[src/rtl/ex_mem_stage_pkg.sv]
// rtl/ex_mem_stage_pkg.sv - shared constants and action decode type for the EX/MEM pipeline register
package ex_mem_stage_pkg;

  localparam logic [31:0] ZeroWord     = 32'h0000_0000;
  localparam logic [4:0]  NOPRegAddr   = 5'b00000;
  localparam logic        WriteEnable  = 1'b1;
  localparam logic        WriteDisable = 1'b0;

  localparam int DEF_DATA_W     = 32;
  localparam int DEF_REG_ADDR_W = 5;
  localparam int DEF_ALUOP_W    = 8;
  localparam int DEF_STALL_W    = 6;

  localparam int STAGE_EX  = 3;
  localparam int STAGE_MEM = 4;

  typedef enum logic [2:0] {
    ACT_RESET,
    ACT_FLUSH,
    ACT_BUBBLE,
    ACT_HOLD,
    ACT_ADVANCE
  } stage_act_e;

endpackage

[src/rtl/ex_mem_stage_if.sv]
// rtl/ex_mem_stage_if.sv - per-instruction payload bus between pipeline stages
interface ex_mem_stage_if #(
  parameter int DATA_W     = 32,
  parameter int REG_ADDR_W = 5,
  parameter int ALUOP_W    = 8
);
  logic [REG_ADDR_W-1:0] wd;
  logic                  wreg;
  logic [DATA_W-1:0]     wdata;
  logic [DATA_W-1:0]     hi;
  logic [DATA_W-1:0]     lo;
  logic                  whilo;
  logic [ALUOP_W-1:0]    aluop;
  logic [DATA_W-1:0]     mem_addr;
  logic [DATA_W-1:0]     reg2;

  modport master (output wd, wreg, wdata, hi, lo, whilo, aluop, mem_addr, reg2);
  modport slave  (input  wd, wreg, wdata, hi, lo, whilo, aluop, mem_addr, reg2);
endinterface

[src/rtl/ex_mem_stage_sat_counter.sv]
// rtl/ex_mem_stage_sat_counter.sv - saturating up-counter for stage performance events
module ex_mem_stage_sat_counter #(
  parameter int PERF_W = 16
) (
  input  logic              clk,
  input  logic              clr,
  input  logic              inc,
  output logic [PERF_W-1:0] count
);

  always_ff @(posedge clk) begin
    if (clr) begin
      count <= '0;
    end else if (inc && (count != {PERF_W{1'b1}})) begin
      count <= count + 1'b1;
    end
  end

endmodule

[src/rtl/ex_mem_stage.sv]
// rtl/ex_mem_stage.sv - EX/MEM pipeline register with stall/flush handling,
// multi-cycle accumulate feedback and a bubble counter
module ex_mem_stage
  import ex_mem_stage_pkg::*;
#(
  parameter int DATA_W     = DEF_DATA_W,
  parameter int REG_ADDR_W = DEF_REG_ADDR_W,
  parameter int ALUOP_W    = DEF_ALUOP_W,
  parameter int STALL_W    = DEF_STALL_W,
  parameter int STAGE      = STAGE_EX,
  parameter int CNT_W      = 2,
  parameter int PERF_W     = 16
) (
  input  logic                clk,
  input  logic                rst,
  input  logic [STALL_W-1:0]  stall,
  input  logic                flush,
  ex_mem_stage_if.slave       ex,
  input  logic [2*DATA_W-1:0] ex_hilo_temp,
  input  logic [CNT_W-1:0]    ex_cnt,
  ex_mem_stage_if.master      mem,
  output logic                mem_valid,
  output logic [2*DATA_W-1:0] hilo_temp_o,
  output logic [CNT_W-1:0]    cnt_o,
  output logic [PERF_W-1:0]   bubble_cnt
);

  stage_act_e act;

  // Stall bits belonging to other stages do not affect this register.
  logic unused_stall;
  assign unused_stall = ^stall;

  always_comb begin
    act = ACT_ADVANCE;
    if (rst)                                 act = ACT_RESET;
    else if (flush)                          act = ACT_FLUSH;
    else if (stall[STAGE] && !stall[STAGE+1]) act = ACT_BUBBLE;
    else if (stall[STAGE])                   act = ACT_HOLD;
  end

  always_ff @(posedge clk) begin
    case (act)
      ACT_RESET, ACT_FLUSH, ACT_BUBBLE: begin
        mem.wd       <= REG_ADDR_W'(NOPRegAddr);
        mem.wreg     <= WriteDisable;
        mem.wdata    <= DATA_W'(ZeroWord);
        mem.hi       <= DATA_W'(ZeroWord);
        mem.lo       <= DATA_W'(ZeroWord);
        mem.whilo    <= WriteDisable;
        mem.aluop    <= {ALUOP_W{1'b0}};
        mem.mem_addr <= DATA_W'(ZeroWord);
        mem.reg2     <= DATA_W'(ZeroWord);
        mem_valid    <= 1'b0;
        // A bubble is EX asking for a second cycle, so its partial state survives.
        if (act == ACT_BUBBLE) begin
          hilo_temp_o <= ex_hilo_temp;
          cnt_o       <= ex_cnt;
        end else begin
          hilo_temp_o <= '0;
          cnt_o       <= '0;
        end
      end
      ACT_ADVANCE: begin
        mem.wd       <= ex.wd;
        mem.wreg     <= ex.wreg;
        mem.wdata    <= ex.wdata;
        mem.hi       <= ex.hi;
        mem.lo       <= ex.lo;
        mem.whilo    <= ex.whilo;
        mem.aluop    <= ex.aluop;
        mem.mem_addr <= ex.mem_addr;
        mem.reg2     <= ex.reg2;
        mem_valid    <= 1'b1;
        hilo_temp_o  <= '0;
        cnt_o        <= '0;
      end
      default: ;
    endcase
  end

  ex_mem_stage_sat_counter #(
    .PERF_W (PERF_W)
  ) u_bubble_cnt (
    .clk   (clk),
    .clr   (rst),
    .inc   (act == ACT_BUBBLE),
    .count (bubble_cnt)
  );

endmodule

[src/flat_wrapper.sv]
// flat-port wrapper written by rule: the top's interface ports become plain ports
module ex_mem_stage_flat import ex_mem_stage_pkg::*;
#(
  parameter int DATA_W     = DEF_DATA_W,
  parameter int REG_ADDR_W = DEF_REG_ADDR_W,
  parameter int ALUOP_W    = DEF_ALUOP_W,
  parameter int STALL_W    = DEF_STALL_W,
  parameter int STAGE      = STAGE_EX,
  parameter int CNT_W      = 2,
  parameter int PERF_W     = 16
)
  (clk, rst, stall, flush, ex_hilo_temp, ex_cnt, mem_valid, hilo_temp_o, cnt_o, bubble_cnt, ex_wd, ex_wreg, ex_wdata, ex_hi, ex_lo, ex_whilo, ex_aluop, ex_mem_addr, ex_reg2, mem_wd, mem_wreg, mem_wdata, mem_hi, mem_lo, mem_whilo, mem_aluop, mem_mem_addr, mem_reg2);
  ex_mem_stage_if #(.DATA_W(DATA_W), .REG_ADDR_W(REG_ADDR_W), .ALUOP_W(ALUOP_W)) ex_i ();
  ex_mem_stage_if #(.DATA_W(DATA_W), .REG_ADDR_W(REG_ADDR_W), .ALUOP_W(ALUOP_W)) mem_i ();
  input  logic clk;
  input  logic rst;
  input  logic [STALL_W-1:0] stall;
  input  logic flush;
  input  logic [2*DATA_W-1:0] ex_hilo_temp;
  input  logic [CNT_W-1:0] ex_cnt;
  output logic mem_valid;
  output logic [2*DATA_W-1:0] hilo_temp_o;
  output logic [CNT_W-1:0] cnt_o;
  output logic [PERF_W-1:0] bubble_cnt;
  input wire logic [$bits(ex_i.wd)-1:0] ex_wd;
  input wire logic [$bits(ex_i.wreg)-1:0] ex_wreg;
  input wire logic [$bits(ex_i.wdata)-1:0] ex_wdata;
  input wire logic [$bits(ex_i.hi)-1:0] ex_hi;
  input wire logic [$bits(ex_i.lo)-1:0] ex_lo;
  input wire logic [$bits(ex_i.whilo)-1:0] ex_whilo;
  input wire logic [$bits(ex_i.aluop)-1:0] ex_aluop;
  input wire logic [$bits(ex_i.mem_addr)-1:0] ex_mem_addr;
  input wire logic [$bits(ex_i.reg2)-1:0] ex_reg2;
  output wire logic [$bits(mem_i.wd)-1:0] mem_wd;
  output wire logic [$bits(mem_i.wreg)-1:0] mem_wreg;
  output wire logic [$bits(mem_i.wdata)-1:0] mem_wdata;
  output wire logic [$bits(mem_i.hi)-1:0] mem_hi;
  output wire logic [$bits(mem_i.lo)-1:0] mem_lo;
  output wire logic [$bits(mem_i.whilo)-1:0] mem_whilo;
  output wire logic [$bits(mem_i.aluop)-1:0] mem_aluop;
  output wire logic [$bits(mem_i.mem_addr)-1:0] mem_mem_addr;
  output wire logic [$bits(mem_i.reg2)-1:0] mem_reg2;
  assign ex_i.wd = ex_wd;
  assign ex_i.wreg = ex_wreg;
  assign ex_i.wdata = ex_wdata;
  assign ex_i.hi = ex_hi;
  assign ex_i.lo = ex_lo;
  assign ex_i.whilo = ex_whilo;
  assign ex_i.aluop = ex_aluop;
  assign ex_i.mem_addr = ex_mem_addr;
  assign ex_i.reg2 = ex_reg2;
  assign mem_wd = mem_i.wd;
  assign mem_wreg = mem_i.wreg;
  assign mem_wdata = mem_i.wdata;
  assign mem_hi = mem_i.hi;
  assign mem_lo = mem_i.lo;
  assign mem_whilo = mem_i.whilo;
  assign mem_aluop = mem_i.aluop;
  assign mem_mem_addr = mem_i.mem_addr;
  assign mem_reg2 = mem_i.reg2;
  ex_mem_stage #(.DATA_W(DATA_W), .REG_ADDR_W(REG_ADDR_W), .ALUOP_W(ALUOP_W), .STALL_W(STALL_W), .STAGE(STAGE), .CNT_W(CNT_W), .PERF_W(PERF_W)) u_core (.clk(clk), .rst(rst), .stall(stall), .flush(flush), .ex(ex_i), .ex_hilo_temp(ex_hilo_temp), .ex_cnt(ex_cnt), .mem(mem_i), .mem_valid(mem_valid), .hilo_temp_o(hilo_temp_o), .cnt_o(cnt_o), .bubble_cnt(bubble_cnt));
endmodule
[config.mk]
export PLATFORM = sky130hd
export DESIGN_NAME = ex_mem_stage_flat
export DESIGN_NICKNAME = d
export VERILOG_FILES = /design/src/rtl/ex_mem_stage_pkg.sv /design/src/rtl/ex_mem_stage_if.sv /design/src/rtl/ex_mem_stage_sat_counter.sv /design/src/rtl/ex_mem_stage.sv /design/src/flat_wrapper.sv
export SDC_FILE = /design/constraint.sdc
export NUM_CORES = 1
export LEC_CHECK = 0
export BUFFER_PORTS_ARGS = -buffer_cell sky130_fd_sc_hd__buf_4
export CAP_MARGIN = 20
export CELL_PAD_IN_SITES_DETAIL_PLACEMENT = 1
export CELL_PAD_IN_SITES_GLOBAL_PLACEMENT = 1
export CORE_AREA = 10 10 189 191
export CTS_BUF_LIST = sky130_fd_sc_hd__clkbuf_16
export DETAILED_ROUTE_END_ITERATION = 16
export DIE_AREA = 0 0 199 201
export PLACE_DENSITY = 0.81
export REMOVE_ABC_BUFFERS = 1
export SETUP_SLACK_MARGIN = 0.15
export SLEW_MARGIN = 10
export SYNTH_ARGS = -nofsm -noshare
export SYNTH_HDL_FRONTEND = slang
export SYNTH_SLANG_ARGS = --single-unit
[constraint.sdc]
create_clock -name clk -period 8.9 [get_ports clk]
set_input_delay 0 -clock clk [delete_from_list [all_inputs] [get_ports clk]]
set_output_delay 0 -clock clk [all_outputs]
set_load 0.01 [all_outputs]
; ---- Word-level counts from Yosys, hierarchy flattened
; Index checks and enable logic that the tools add are counted.
[word_totals]
input_bits = 250
regBits = 258
word_cells = 42
output_inout_bits = 258
[classes]
muxes = 18
n_reduce_logical = 6
add_sub_neg = 1
n_eq_ne = 4
[ops]
columns = operator, n
row1 = $pmux W32 S2, 5
row2 = $pmux W64 S2, 1
row3 = $mux W64, 1
row4 = $add A16 B1 Y16 const B, 1
row5 = $ne A16 B16 Y1 const B, 1
row6 = $pmux W8 S2, 1
row7 = $mux W3, 4
row8 = $pmux W5 S2, 1
row9 = $pmux W1 S2, 3
row10 = $pmux W2 S2, 1
row11 = $eq A3 B1 Y1 const B, 1
row12 = $eq A3 B2 Y1 const B, 1
row13 = $eq A3 B3 Y1 const B, 1
row14 = $logic_not A3 Y1, 1
row15 = $reduce_or A3 Y1, 1
row16 = $logic_and A1 B1 Y1, 2
row17 = $mux W2, 1
row18 = $reduce_bool A2 Y1, 1
row19 = $logic_not A1 Y1, 1

; ---- Longest topological paths before layout
[logic_depth]
word_depth = 8
ltp_mapped = 7
depth_no_buf = 5

; ---- Modules after synthesis
; Synthesis repeated with hierarchy kept, for this count alone.
[hier_totals]
cells_unflattened = 612
area_unflattened_um2 = 9794.4
[by_module_without_submodules]
columns = module, instances, area_each_um2, cells_per_inst, seq_area_each_um2
row1 = ex_mem_stage, 1, 8946.1, 513, 7267.0
row2 = ex_mem_stage_sat_counter, 1, 848.3, 99, 320.3

; ---- Least setup slack after synthesis
; Ideal clock, no wire load.
[synth_timing]
kind = in2reg
start = in rst
end = reg u_core.cnt_o[0] (enable)
required_time_ns = 6.419
setup_time_ns = 2.481
path_buffers = 1
t_arrival_ns = 5.552
path_stages = 3
slack_ns = 0.867
path_cell_list = buf_6 -> nor2_1 -> nand3_1
[synth_via]
elab_chain_len = 4
word_cells_on_any_way = 7
cone_classes = eq/ne (3) / mux (1) / reduce/logical (3)
[synth_lines]
columns = item, line_no
row1 = from (decl), flat_wrapper.sv:16  ; input logic rst;
row2 = $mux W3 (*), ex_mem_stage.sv:36  ; if (rst) act = ACT_RESET;
row3 = $eq A3 B2 Y1 (tied with other cells), ex_mem_stage.sv:43  ; case (act)
row4 = $reduce_or A3 Y1, ex_mem_stage.sv:43
row5 = $reduce_bool A2 Y1 (no source line) (*), --
row6 = to (signal assigned), ex_mem_stage.sv:58  ; cnt_o <= ex_cnt;
row7 = to (decl), ex_mem_stage.sv:24  ; output logic [CNT_W-1:0] cnt_o,
; Mark *: on every way between the ends. The rest lies on a longest branch, timed or not.
; A chain may end at the register's enable or synchronous reset.

; ---- Final worst setup path
[layout_timing]
start = in rst
end = reg u_core.u_bubble_cnt.count[3]
[layout_via]
elab_chain_len = 3
[layout_lines]
columns = item, line_no
row1 = $mux W3, ex_mem_stage.sv:36
row2 = $eq A3 B2 Y1, ex_mem_stage.sv:87  ; .inc (act == ACT_BUBBLE),
row3 = $logic_and A1 B1 Y1, ex_mem_stage_sat_counter.sv:14  ; end else if (inc && (count != {PERF_W{1'b1}})) begin
row4 = to (signal assigned), ex_mem_stage_sat_counter.sv:15  ; count <= count + 1'b1;
row5 = to (decl), ex_mem_stage_sat_counter.sv:8  ; output logic [PERF_W-1:0] count
; Parallel ways exist; a longest one is shown, timed or not.

==> metrics.txt <==
Root Driver=clkbuf_16; share of cells above drive strength 1=40.7%; peak supply drop=0.000157 V; Synth Area in Adders=0.128%; CP max FO=19; worst slack at placement=6410 ps; Synth area leader=edfxtp_1; H-tree Lvls=1; initial antenna violation count=7; vias in the first global route=9458; Slew @ Worst Pin=970 ps; number of max-cap violations=0; nets=1615; Routed wire per std cell=25.3 µm; hold endpoint=u_core.u_bubble_cnt.count[4]$_SDFFE_PP0P_; Synth Cell Area=9760 µm²; delay of the slowest critical-path stage=680 ps; WP data arrival=2770 ps; largest net degree at the start of global routing=169; antenna-violating nets left=0; final setup margin=6600 ps; Slowest cell on crit path=dlygate4sd3_1; Area contributors post-synth=edfxtp_1 74%, and2_1 16%, dfxtp_1 3.3%, clkbuf_1 1.0%, a21oi_1 0.62%; number of cells produced by synthesis=608; Final Hold Viols=0; CP Capture Type=flop; reg-to-reg slack, setup=6630 ps; outcome=finished, final reports clean; Netlist cell types=33; worst r2r dst=u_core.u_bubble_cnt.count[1]$_SDFFE_PP0P_; mux share of post-synthesis cell area=0.103%; DIE WIDTH=199 µm; Startpoint Class=input pin; chip height=201 µm; worst r2r path cells=6; Setup TNS Final=0 ps; post-CTS setup buffer count=0; placed instance area=14000 µm²; Synth Area in Simple Gates=18.7%; yosys synthesis warning count=0; grt ovf=0; row cnt=66; sequential-to-total area share from yosys stat=77.8%; Iter 0 DRT Violations=391; Total Wirelength=45500 µm; DRC Markers=0; pins over their slew limit=0; Final Instance Area=17400 µm²; pwr dens=171 nW/µm²; crit path buf inv count=3; Clock Latency Late Sink=560 ps; Slew headroom=35.4%; ys async rst share=0%; clock transition at the registers of the reported paths=50 ps; CP most frequent cell=dlygate4sd3_1; Period minus WS final=2300 ps; Avg Vias per Cell=4.56; area fraction in compound gates after synthesis=1.81%; total track usage=22.1%; Hold Path Depth=4; Leakage Power=7.93 nW; crit path cell chain=dlygate4sd3_1, buf_4, or4b_4, dlygate4sd3_1, or4_1, a21oi_1; post-synth top area share=74.5%; Final Setup Violations=0; Core ar.=32000 µm²; Num Clock Sinks=258; largest family of logic cells by synthesized area=simple AND/OR/NAND/NOR gates; CTS buffer count=30; DP HPWL=27400 µm; period utilization=25.8%; CTS tree=done; WS Path Type=input pin to flop; first-pass GRT wire length=65300 µm; Top Ports=508; syn avg cell area=16.0 µm²; synth cell count leaders=242 x and2_1, 242 x edfxtp_1, 26 x clkbuf_1; synthesis-stage register bit count=258; Hold Path Class=input pin to flop; full die area=40000 µm²; Starting Density=30.5%; Crit path max-delay family=buffers and inverters; CTS max path bufs=3; RSZ-0062 raised after global routing=no; main flop type after synthesis=edfxtp_1; first-pass iteration count of the detailed router=4; I/O Buffers=503; clock skew=15.1 ps; xor/xnor share of the synthesized area=0%; RePlAce Congestion=0.865; Worst R2R Start=u_core.u_bubble_cnt.count[0]$_SDFFE_PP0P_; CP required=9370 ps; fmax=0.436 GHz; DR vias=8207; worst hold start=stall[3]; area grow syn2layout=78.5%; Post-synth EDFFs=242
==> routing by layer <==
layer	up-vias	GRT usage, %	wire, µm
li1	3688	-	-
met1	4028	21.9	15500
met2	381	41.1	24700
met3	108	6.64	3440
met4	2	9.62	1890
met5	-	0	8
==> worst register-to-register path: stages, from the launching register on <==
cell and delay [ps]:
dfxtp_1 390, ha_1 260, nand4_1 230, nor4_2 700, buf_4 320, o21ai_0 110
a21oi_1 170
==> flip-flops by register name (all words and copies together) (netlist names) <==
register and count:
u_core.mem.reg2 32, u_core.mem.aluop 8, u_core.hilo_temp_o 64, u_core.mem_valid 1
u_core.mem.wd 5, u_core.mem.wdata 32, u_core.mem.lo 32, u_core.u_bubble_cnt.count 16
u_core.mem.whilo 1, u_core.mem.mem_addr 32, u_core.mem.hi 32, u_core.mem.wreg 1
u_core.cnt_o 2
==> power breakdown <==
group          total (mW)  switching (mW)  internal, mW
Sequential           1.40          0.0220          1.38
Combinational       0.360           0.144         0.215
Clock                1.22           0.525         0.690
==> cell usage in the layout (no fill, tap or decap), types with 2 or more instances in the layout <==
cell type,count
dfxtp_1,16
clkinv_4,3
buf_4,508
diode_2,6
nand3_1,5
and2_1,242
dlygate4sd3_1,245
nor2_1,4
edfxtp_1,242
nand2_1,4
clkinv_2,9
buf_12,2
nand4_1,5
a21oi_1,12
clkinv_1,5
or3_1,5
inv_1,6
clkbuf_16,31
o31ai_1,6
and4_1,2
or4_1,6
o21ai_0,7
and3_1,2
bufinv_16,2
==> through the flow <==
stage | power (mW) | hold slack, ps | utilization, % | cells
after CTS | 2.97 | 43.4 | 54.3 | 1794
after floorplan | 1.49 | 69.1 | - | 577
final | 2.97 | 88.3 | 54.4 | 1801
after global placement | 1.67 | 277 | 43.6 | 1494
after global routing | 3.07 | 93.8 | 54.4 | 1800
after detailed placement | 1.67 | 282 | 43.6 | 1494
==> how the worst max path moves through the flow <==
stage	startpoint	to	depth (start not counted)
after detailed placement	rst	u_core.mem.mem_addr[27]$_SDFFCE_PN0P_	4
after global routing	u_core.u_bubble_cnt.count[0]$_SDFFE_PP0P_	u_core.u_bubble_cnt.count[1]$_SDFFE_PP0P_	6
after floorplan	rst	u_core.cnt_o[0]$_SDFFCE_PP0P_	2
after CTS	rst	u_core.mem.reg2[8]$_SDFFCE_PN0P_	5
final	rst	u_core.u_bubble_cnt.count[3]$_SDFFE_PP0P_	6
after global placement	rst	u_core.mem.lo[13]$_SDFFCE_PN0P_	4
==> kinds of logic after synthesis <==
logic type | count (synthesis)
flops | 258
compound gates | 29
simple gates | 285
fa+ha+maj | 1
mux | 1
buf+inv | 34
==> cell type report <==
cell class	instances	area, µm²
Clock inverter	24	178
Timing Repair Buffer	755	6310
Fill cell	3196	14600
Tap cell	408	510
Multi-Input combinational cell	316	2040
Antenna cell	6	15.0
Inverter	3	11.3
Clock buffer	31	776
Sequential cell	258	7590
==> timing repair <==
action | CTS | global route
gates resized for setup | 0 | 0
hold buffers | 245 | 0
hold endpoints to repair | 257 | 0
(Power assumes the default switching activity.)
